`src/rtl/baud_tick_gen_frac.sv`:
```
// UART baud tick generator: fractional divisor, oversample tick and bit tick, glitch-free reload.
// Fractional accumulator is built only when BAUD_FRAC_EN is defined; otherwise every period is eff_int clocks.
module baud_tick_gen_frac #(
    parameter int DIV_W        = 16,
    parameter int FRAC_W       = 4,
    parameter int OVS          = 16,
    parameter int DEFAULT_INT  = 651,
    parameter int DEFAULT_FRAC = 0,
    localparam int PH_W        = $clog2(OVS)
) (
    input  logic              clk,
    input  logic              reset,
    input  logic              en,
    input  logic              resync,
    input  logic              div_load,
    input  logic [DIV_W-1:0]  div_int,
    input  logic [FRAC_W-1:0] div_frac,
    output logic              rx_tick,
    output logic              tx_tick,
    output logic [PH_W-1:0]   phase,
    output logic              load_pend
);

    logic [DIV_W:0]    cnt;
    logic [DIV_W:0]    eff_int;
    logic [DIV_W:0]    per_m1;
    logic [DIV_W-1:0]  int_r;
    logic [DIV_W-1:0]  sh_int;
    logic [PH_W-1:0]   phase_r;
    logic              ext;
    logic              tick;
    logic              apply;

    assign eff_int = (int_r == '0) ? (DIV_W+1)'(1) : {1'b0, int_r};
    assign per_m1  = ext ? eff_int : eff_int - (DIV_W+1)'(1);

    assign tick      = en & ~resync & (cnt == per_m1);
    assign apply     = load_pend & (tick | ~en | resync);
    assign rx_tick   = tick;
    assign tx_tick   = tick & (phase_r == PH_W'(OVS-1));
    assign phase     = phase_r;

    always_ff @(posedge clk or posedge reset) begin
        if (reset) begin
            cnt       <= '0;
            phase_r   <= '0;
            int_r     <= DIV_W'(DEFAULT_INT);
            sh_int    <= '0;
            load_pend <= 1'b0;
        end else begin
            if (resync) begin
                cnt     <= '0;
                phase_r <= '0;
            end else if (tick) begin
                cnt     <= '0;
                phase_r <= (phase_r == PH_W'(OVS-1)) ? '0 : phase_r + PH_W'(1);
            end else if (en) begin
                cnt     <= cnt + (DIV_W+1)'(1);
            end

            // A strobe landing on a boundary re-arms the shadow; the older shadow still applies now.
            if (div_load) begin
                sh_int    <= div_int;
                load_pend <= 1'b1;
            end else if (apply) begin
                load_pend <= 1'b0;
            end
            if (apply)
                int_r <= sh_int;
        end
    end

`ifdef BAUD_FRAC_EN
    logic [FRAC_W-1:0] acc;
    logic [FRAC_W-1:0] frac_r;
    logic [FRAC_W-1:0] sh_frac;
    logic [FRAC_W:0]   acc_sum;

    assign acc_sum = {1'b0, acc} + {1'b0, frac_r};

    // Carry out of the accumulator stretches the following period by one clock.
    always_ff @(posedge clk or posedge reset) begin
        if (reset) begin
            acc     <= '0;
            ext     <= 1'b0;
            frac_r  <= FRAC_W'(DEFAULT_FRAC);
            sh_frac <= '0;
        end else begin
            if (resync) begin
                acc <= '0;
                ext <= 1'b0;
            end else if (tick) begin
                acc <= acc_sum[FRAC_W-1:0];
                ext <= acc_sum[FRAC_W];
            end
            if (div_load)
                sh_frac <= div_frac;
            if (apply)
                frac_r <= sh_frac;
        end
    end
`else
    logic unused_frac;
    assign unused_frac = ^div_frac;
    assign ext         = 1'b0;
`endif

endmodule

```
`config.mk`:
```
export PLATFORM = sky130hd
export DESIGN_NAME = baud_tick_gen_frac
export DESIGN_NICKNAME = d
export VERILOG_FILES = /design/src/rtl/baud_tick_gen_frac.sv
export SDC_FILE = /design/constraint.sdc
export NUM_CORES = 1
export LEC_CHECK = 0
export ABC_AREA = 1
export CAP_MARGIN = 20
export CORE_MARGIN = 4
export CORE_UTILIZATION = 55
export CTS_CLUSTER_SIZE = 14
export DETAILED_ROUTE_END_ITERATION = 12
export GPL_ROUTABILITY_DRIVEN = 1
export PLACE_DENSITY = 0.87
export SETUP_SLACK_MARGIN = 0.15
export SLEW_MARGIN = 20
export SYNTH_ARGS = -nofsm -noshare
export SYNTH_HDL_FRONTEND = slang
export SYNTH_SLANG_ARGS = --single-unit
```
`constraint.sdc`:
```
create_clock -name clk -period 7.9 [get_ports clk]
set_input_delay 1.185 -clock clk [delete_from_list [all_inputs] [get_ports clk]]
set_output_delay 1.185 -clock clk [all_outputs]
set_load 0.005 [all_outputs]
```
Word level (Yosys, flattened, before mapping)
Cells that the tools add are included.
{"block": "word_totals", "ff_bits": 54, "inputBits": 25, "word_cells": 31}
{"block": "op_classes", "n_addsub": 3, "n_eq_ne": 2, "muxes": 9, "bitwise": 8, "n_reduce_logical": 4}
{"op": "$mux W17", "n": 3}
{"op": "$add A17 B1 Y17 const B", "n": 1}
{"op": "$eq A17 B17 Y1", "n": 1}
{"op": "$sub A16 B1 Y17 const B", "n": 1}
{"op": "$logic_not A16 Y1", "n": 1}
{"op": "$mux W16", "n": 1}
{"op": "$mux W4", "n": 3}
{"op": "$add A4 B1 Y4 const B", "n": 1}
{"op": "$and A1 B1 Y1", "n": 4}
{"op": "$eq A4 B4 Y1 const B", "n": 1}
{"op": "$reduce_bool A2 Y1", "n": 2}
{"op": "$reduce_bool A3 Y1", "n": 1}
{"op": "$mux W1", "n": 2}
{"op": "$not A1 Y1", "n": 2}
{"op": "$or A1 B1 Y1", "n": 2}

Longest topological paths before layout
{"block": "depth", "depth_word": 10, "depth_mapped": 22, "depth_no_buf": 22}

Worst setup path before layout
No wires, ideal clock.
{"block": "synth_timing", "path_type": "register to output", "startpoint": "register int_r[4]", "endpoint": "output tx_tick", "arrival_ps": 2455, "slack_ps": 4260, "stages_incl_launch_ff": 21, "path_buffers": 0, "cell_sequence": "dfrtp_1 nor2_1 nand2_2 nor2_4 nand2_4 nand2_1 inv_2 ha_1 nand2_2 nor2_1 inv_1 nand2_1 nand3_1 nand2_1 nor2_1 nand3_1 nor2_2 nand3_1 nor2_4 nand2_4 nor3_2"}
{"block": "synth_via", "elab_chain_len": 6}
{"element": "start, declared", "line_no": "27", "source": "logic [DIV_W-1:0] int_r;"}
{"element": "start signal, assigned", "line_no": "47", "source": "int_r <= DIV_W'(DEFAULT_INT);"}
{"element": "start signal, assigned", "line_no": "69", "source": "int_r <= sh_int;"}
{"element": "$logic_not A16 Y1", "line_no": "34", "source": "assign eff_int = (int_r == '0) ? (DIV_W+1)'(1) : {1'b0, int_r};"}
{"element": "$mux W16 *", "line_no": "34"}
{"element": "$sub A16 B1 Y17 *", "line_no": "35", "source": "assign per_m1 = ext ? eff_int : eff_int - (DIV_W+1)'(1);"}
{"element": "$eq A17 B17 Y1 *", "line_no": "37", "source": "assign tick = en & ~resync & (cnt == per_m1);"}
{"element": "$and A1 B1 Y1 *", "line_no": "37"}
{"element": "$and A1 B1 Y1 *", "line_no": "40", "source": "assign tx_tick = tick & (phase_r == PH_W'(OVS-1));"}
{"element": "end, declared", "line_no": "19", "source": "output logic tx_tick,"}
Every way passes the cells marked *; elsewhere a longest branch is shown, timed or not.

Worst setup path after layout
{"block": "layout_timing", "startpoint": "register int_r[8]", "endpoint": "output tx_tick"}
Same word-level chain as after synthesis.

==> summary.txt <==
Worst setup path
  – Worst Setup Start Kind: flip-flop
  – CP Class: flip-flop to output pin
  – Most used cell, CP: nand2_1
  – R2r setup slk: 4.53 ns
  – Max stage delay on crit path: 0.51 ns
  – Critical path buffers and inverters: 3
  – Critical path endpoint category: output pin
  – Slowest CP cell: clkdlybuf4s50_1
  – Worst Path Required: 6.71 ns
  – CP top delay family: simple AND/OR/NAND/NOR gates
  – Worst-path cell chain: nor2_1, nand2_1, nor2_2, nand2_4, nand2_1, inv_2, ha_1, nand2_2, nor2_1, inv_1, nand2_1, nand3_1, nand2_1, nor2_1, nand3_1, nor2_2, nand3_1, nor2_4, nand2_4, nor3_2, clkdlybuf4s50_1
  – Critical Path AT: approximately 3.8 ns
  – Critical Path Fanout Max: 9

Timing
  – Part of the cycle the worst path needs: 0.626
  – Unrepaired setup endpoints after global routing: no
  – Post-route minimum period: 4.95 ns
  – Final TNS setup: 0 ns
  – Worst Tran Pin Value: around 0.90 ns
  – Worst Skew: 0.00462 ns
  – Fmax: a little over 0.2 GHz
  – Slew margin rel.: 0.396
  – Max-slew violations: 0
  – Hold Fails Final Rpt: 0
  – Setup-failing EPs final: 0

Power and ir drop
  – Sequential power share: 0.473
  – Leak: around 0.0018 µW
  – Clock group share of total power: 0.312
  – Power, Total: 699 µW
  – P_int: 487 µW
  – Combinational share of power: 0.216
  – Cell Pwr Density: 194 mW/mm²
  – Switch Pwr: 212 µW
  – Switching portion of total power: 0.303
  – Worst ir drop on vdd: 0.141 mV

Synth
  – Leading area contributor after synthesis: dfrtp_1
  – Cell variety after synth: 32
  – Avg Cell Area, Syn: roughly 7.6 µm²
  – Ys Warns: 0
  – Syn_nets: 444
  – Register area share after synthesis: 0.431
  – Cells after Synth: around 420
  – Yosys reg bits: 54
  – Top post-synthesis cells by area: dfrtp_1 (39%), nand2_1 (17%), nand3_1 (7.3%)
  – Post-Syn Area: roughly 0.0031 mm²
  – Post-synth top area share: 0.390

Finish
  – Number of diodes: 0
  – # nets final: 470
  – Area used by multi-input combinational logic: 0.00158 mm²
  – Syn-to-layout area delta: 14.4%
  – Final core occ: 0.650
  – Layout cells sized above 1: 0.0813
  – Most common cell after layout, fill and taps aside: nand2_1
  – # fillers: 470
  – Most frequent cells in the layout: nand2_1 (145), dfrtp_1 (49), nand3_1 (46)
  – Seq. cell area: 0.00136 mm²
  – Design area: 0.00360 mm²

Die
  – Die height: 83.6 µm
  – Initial Utilization: 0.568
  – Chip Width: 83.6 µm
  – Row count: 27
  – Die Area: 0.00700 mm²
  – Core region area: 0.00554 mm²
  – IO Count: 32

Drt
  – Drt drc: 0
  – Number of DRC markers in iteration 0: 246
  – Routed Antenna Nets: 0
  – Final WL: 6.74 mm
  – Via count: 2760
  – Initial DRT Pass Iterations: 5
  – Wire per inst: 13.1 µm
  – Vias per std cell: 5.36

Global routing
  – Initial antenna violation count: 0
  – Largest net degree at the start of global routing: 55
  – Number of global-route vias before repair: 2627
  – Global-route wire length before repair: 11.5 mm
  – Grt ovf: 0
  – GRT Util Overall: 0.197

Placed design
  – Area after DPL: 0.00346 mm²
  – Routability cong.: just under 0.9
  – Post-DP HPWL: roughly 5 mm
  – Buffers added on ports: 27

Clock network
  – Root Driver: clkbuf_8
  – Post-CTS resize count: 0
  – Postcts setup bufs: 0
  – Clk_lat worst skew: 0.31 ns
  – H-Tree Depth: 2
  – Clock transition at path regs: 0.10 ns
  – Cts bufs inserted: 5
  – Clock tree from TritonCTS: yes
  – Clock Sinks: 54
  – CTS max path bufs: 2
  – Hold_buf cts: 0

Flow run
  – MaxCap Viol Count: 0

Outcome
  – Status: completed

Min path
  – HP Class: flip-flop to flip-flop
[sequential cells by signal, indices dropped and copies added, names as in the netlist]
register,cells
sh_int,16
phase,4
int_r,16
cnt,17
load_pend,1
[cells in the mapped netlist]
library cell	count
xnor2_1	4
nand2_1	145
nand3b_1	1
or2_2	1
buf_4	2
nand3_1	46
buf_6	1
nor3_1	9
dfrtp_1	49
o21ai_1	2
o22ai_1	6
buf_2	1
nor3_2	1
clkbuf_1	4
nor3b_1	1
ha_1	3
inv_2	2
dfstp_2	5
nand4_1	9
nand2_2	2
o21ai_0	3
clkinv_1	2
nand2_4	5
inv_1	40
nand3_2	3
nor2_4	3
nor2_2	4
xor2_1	23
a21oi_1	1
nand4_2	1
xor3_1	1
nor2_1	36
[layer usage]
layer	share of wire	up-vias	global-route usage	wire (µm)
met5	0	-	0	0
met2	0.49	98	0.332	3320
met1	0.44	1283	0.252	2960
li1	-	1366	-	-
met3	0.047	13	0.0316	314
met4	0.022	0	0.0789	150
[worst paths after layout]
path / cells past startpoint / start / endpoint
max in group asynchronous: 2 / reset / sh_int[7]
min reg2reg: 2 / sh_int[9] / sh_int[9]
max reg2reg: 21 / int_r[8] / int_r[15]
min: 2 / sh_int[9] / sh_int[9]
min in group asynchronous: 2 / reset / sh_int[13]
max: 21 / int_r[8] / tx_tick
[worst register-to-register path, cell delays in order, from the launching register on]
cell and delay [ns]:
dfrtp_1 0.45, nor2_1 0.20, nand2_1 0.11, nor2_2 0.20, nand2_4 0.13, nand2_1 0.13
inv_2 0.05, ha_1 0.24, nand2_2 0.17, nor2_1 0.09, inv_1 0.07, nand2_1 0.05
nand3_1 0.06, nand2_1 0.07, nor2_1 0.15, nand3_1 0.11, nor2_2 0.13, nand4_2 0.18
nand2_4 0.29, nand2_4 0.20, nand2_1 0.13, nand2_1 0.06
[cell type report]
cell class | count | area share
tap | 72 | 0.0250
multi-input combinational | 310 | 0.438
inverter | 44 | 0.0462
clock inverter | 3 | 0.0191
clock buffer | 5 | 0.0191
timing repair buffer | 27 | 0.0751
sequential | 54 | 0.377
[kinds of logic (layout without fill, tap and decap cells)]
family                     after synthesis  after routing  share of synthesized area
and+or+nand+nor                        267            267                      0.385
AOI/OAI and AO/OA                       12             12                     0.0215
xor gates and xnor gates                28             28                     0.0827
buffers and inverters                   52             79                     0.0672
adders and majority gates                3              3                     0.0119
DFF                                     54             54                      0.431
[metrics by stage]
step	hold WS [ns]	cells	setup slack [ns]
CTS	0.483	515	3.01
floorplan	0.443	416	4.26
finish	0.481	515	2.95
detailed placement	0.460	507	3.39
global route	0.509	515	2.66
global placement	0.455	507	3.45
[power by group through the flow]
stage	Sequential [µW]	Combinational, µW	Clock [µW]
2_1_floorplan	326	117	0
3_3_place_gp	334	141	0
3_5_place_dp	335	147	0
4_1_cts	330	149	220
5_1_grt	334	172	234
6_report	331	151	218
Power figures use the tool's default switching activity.
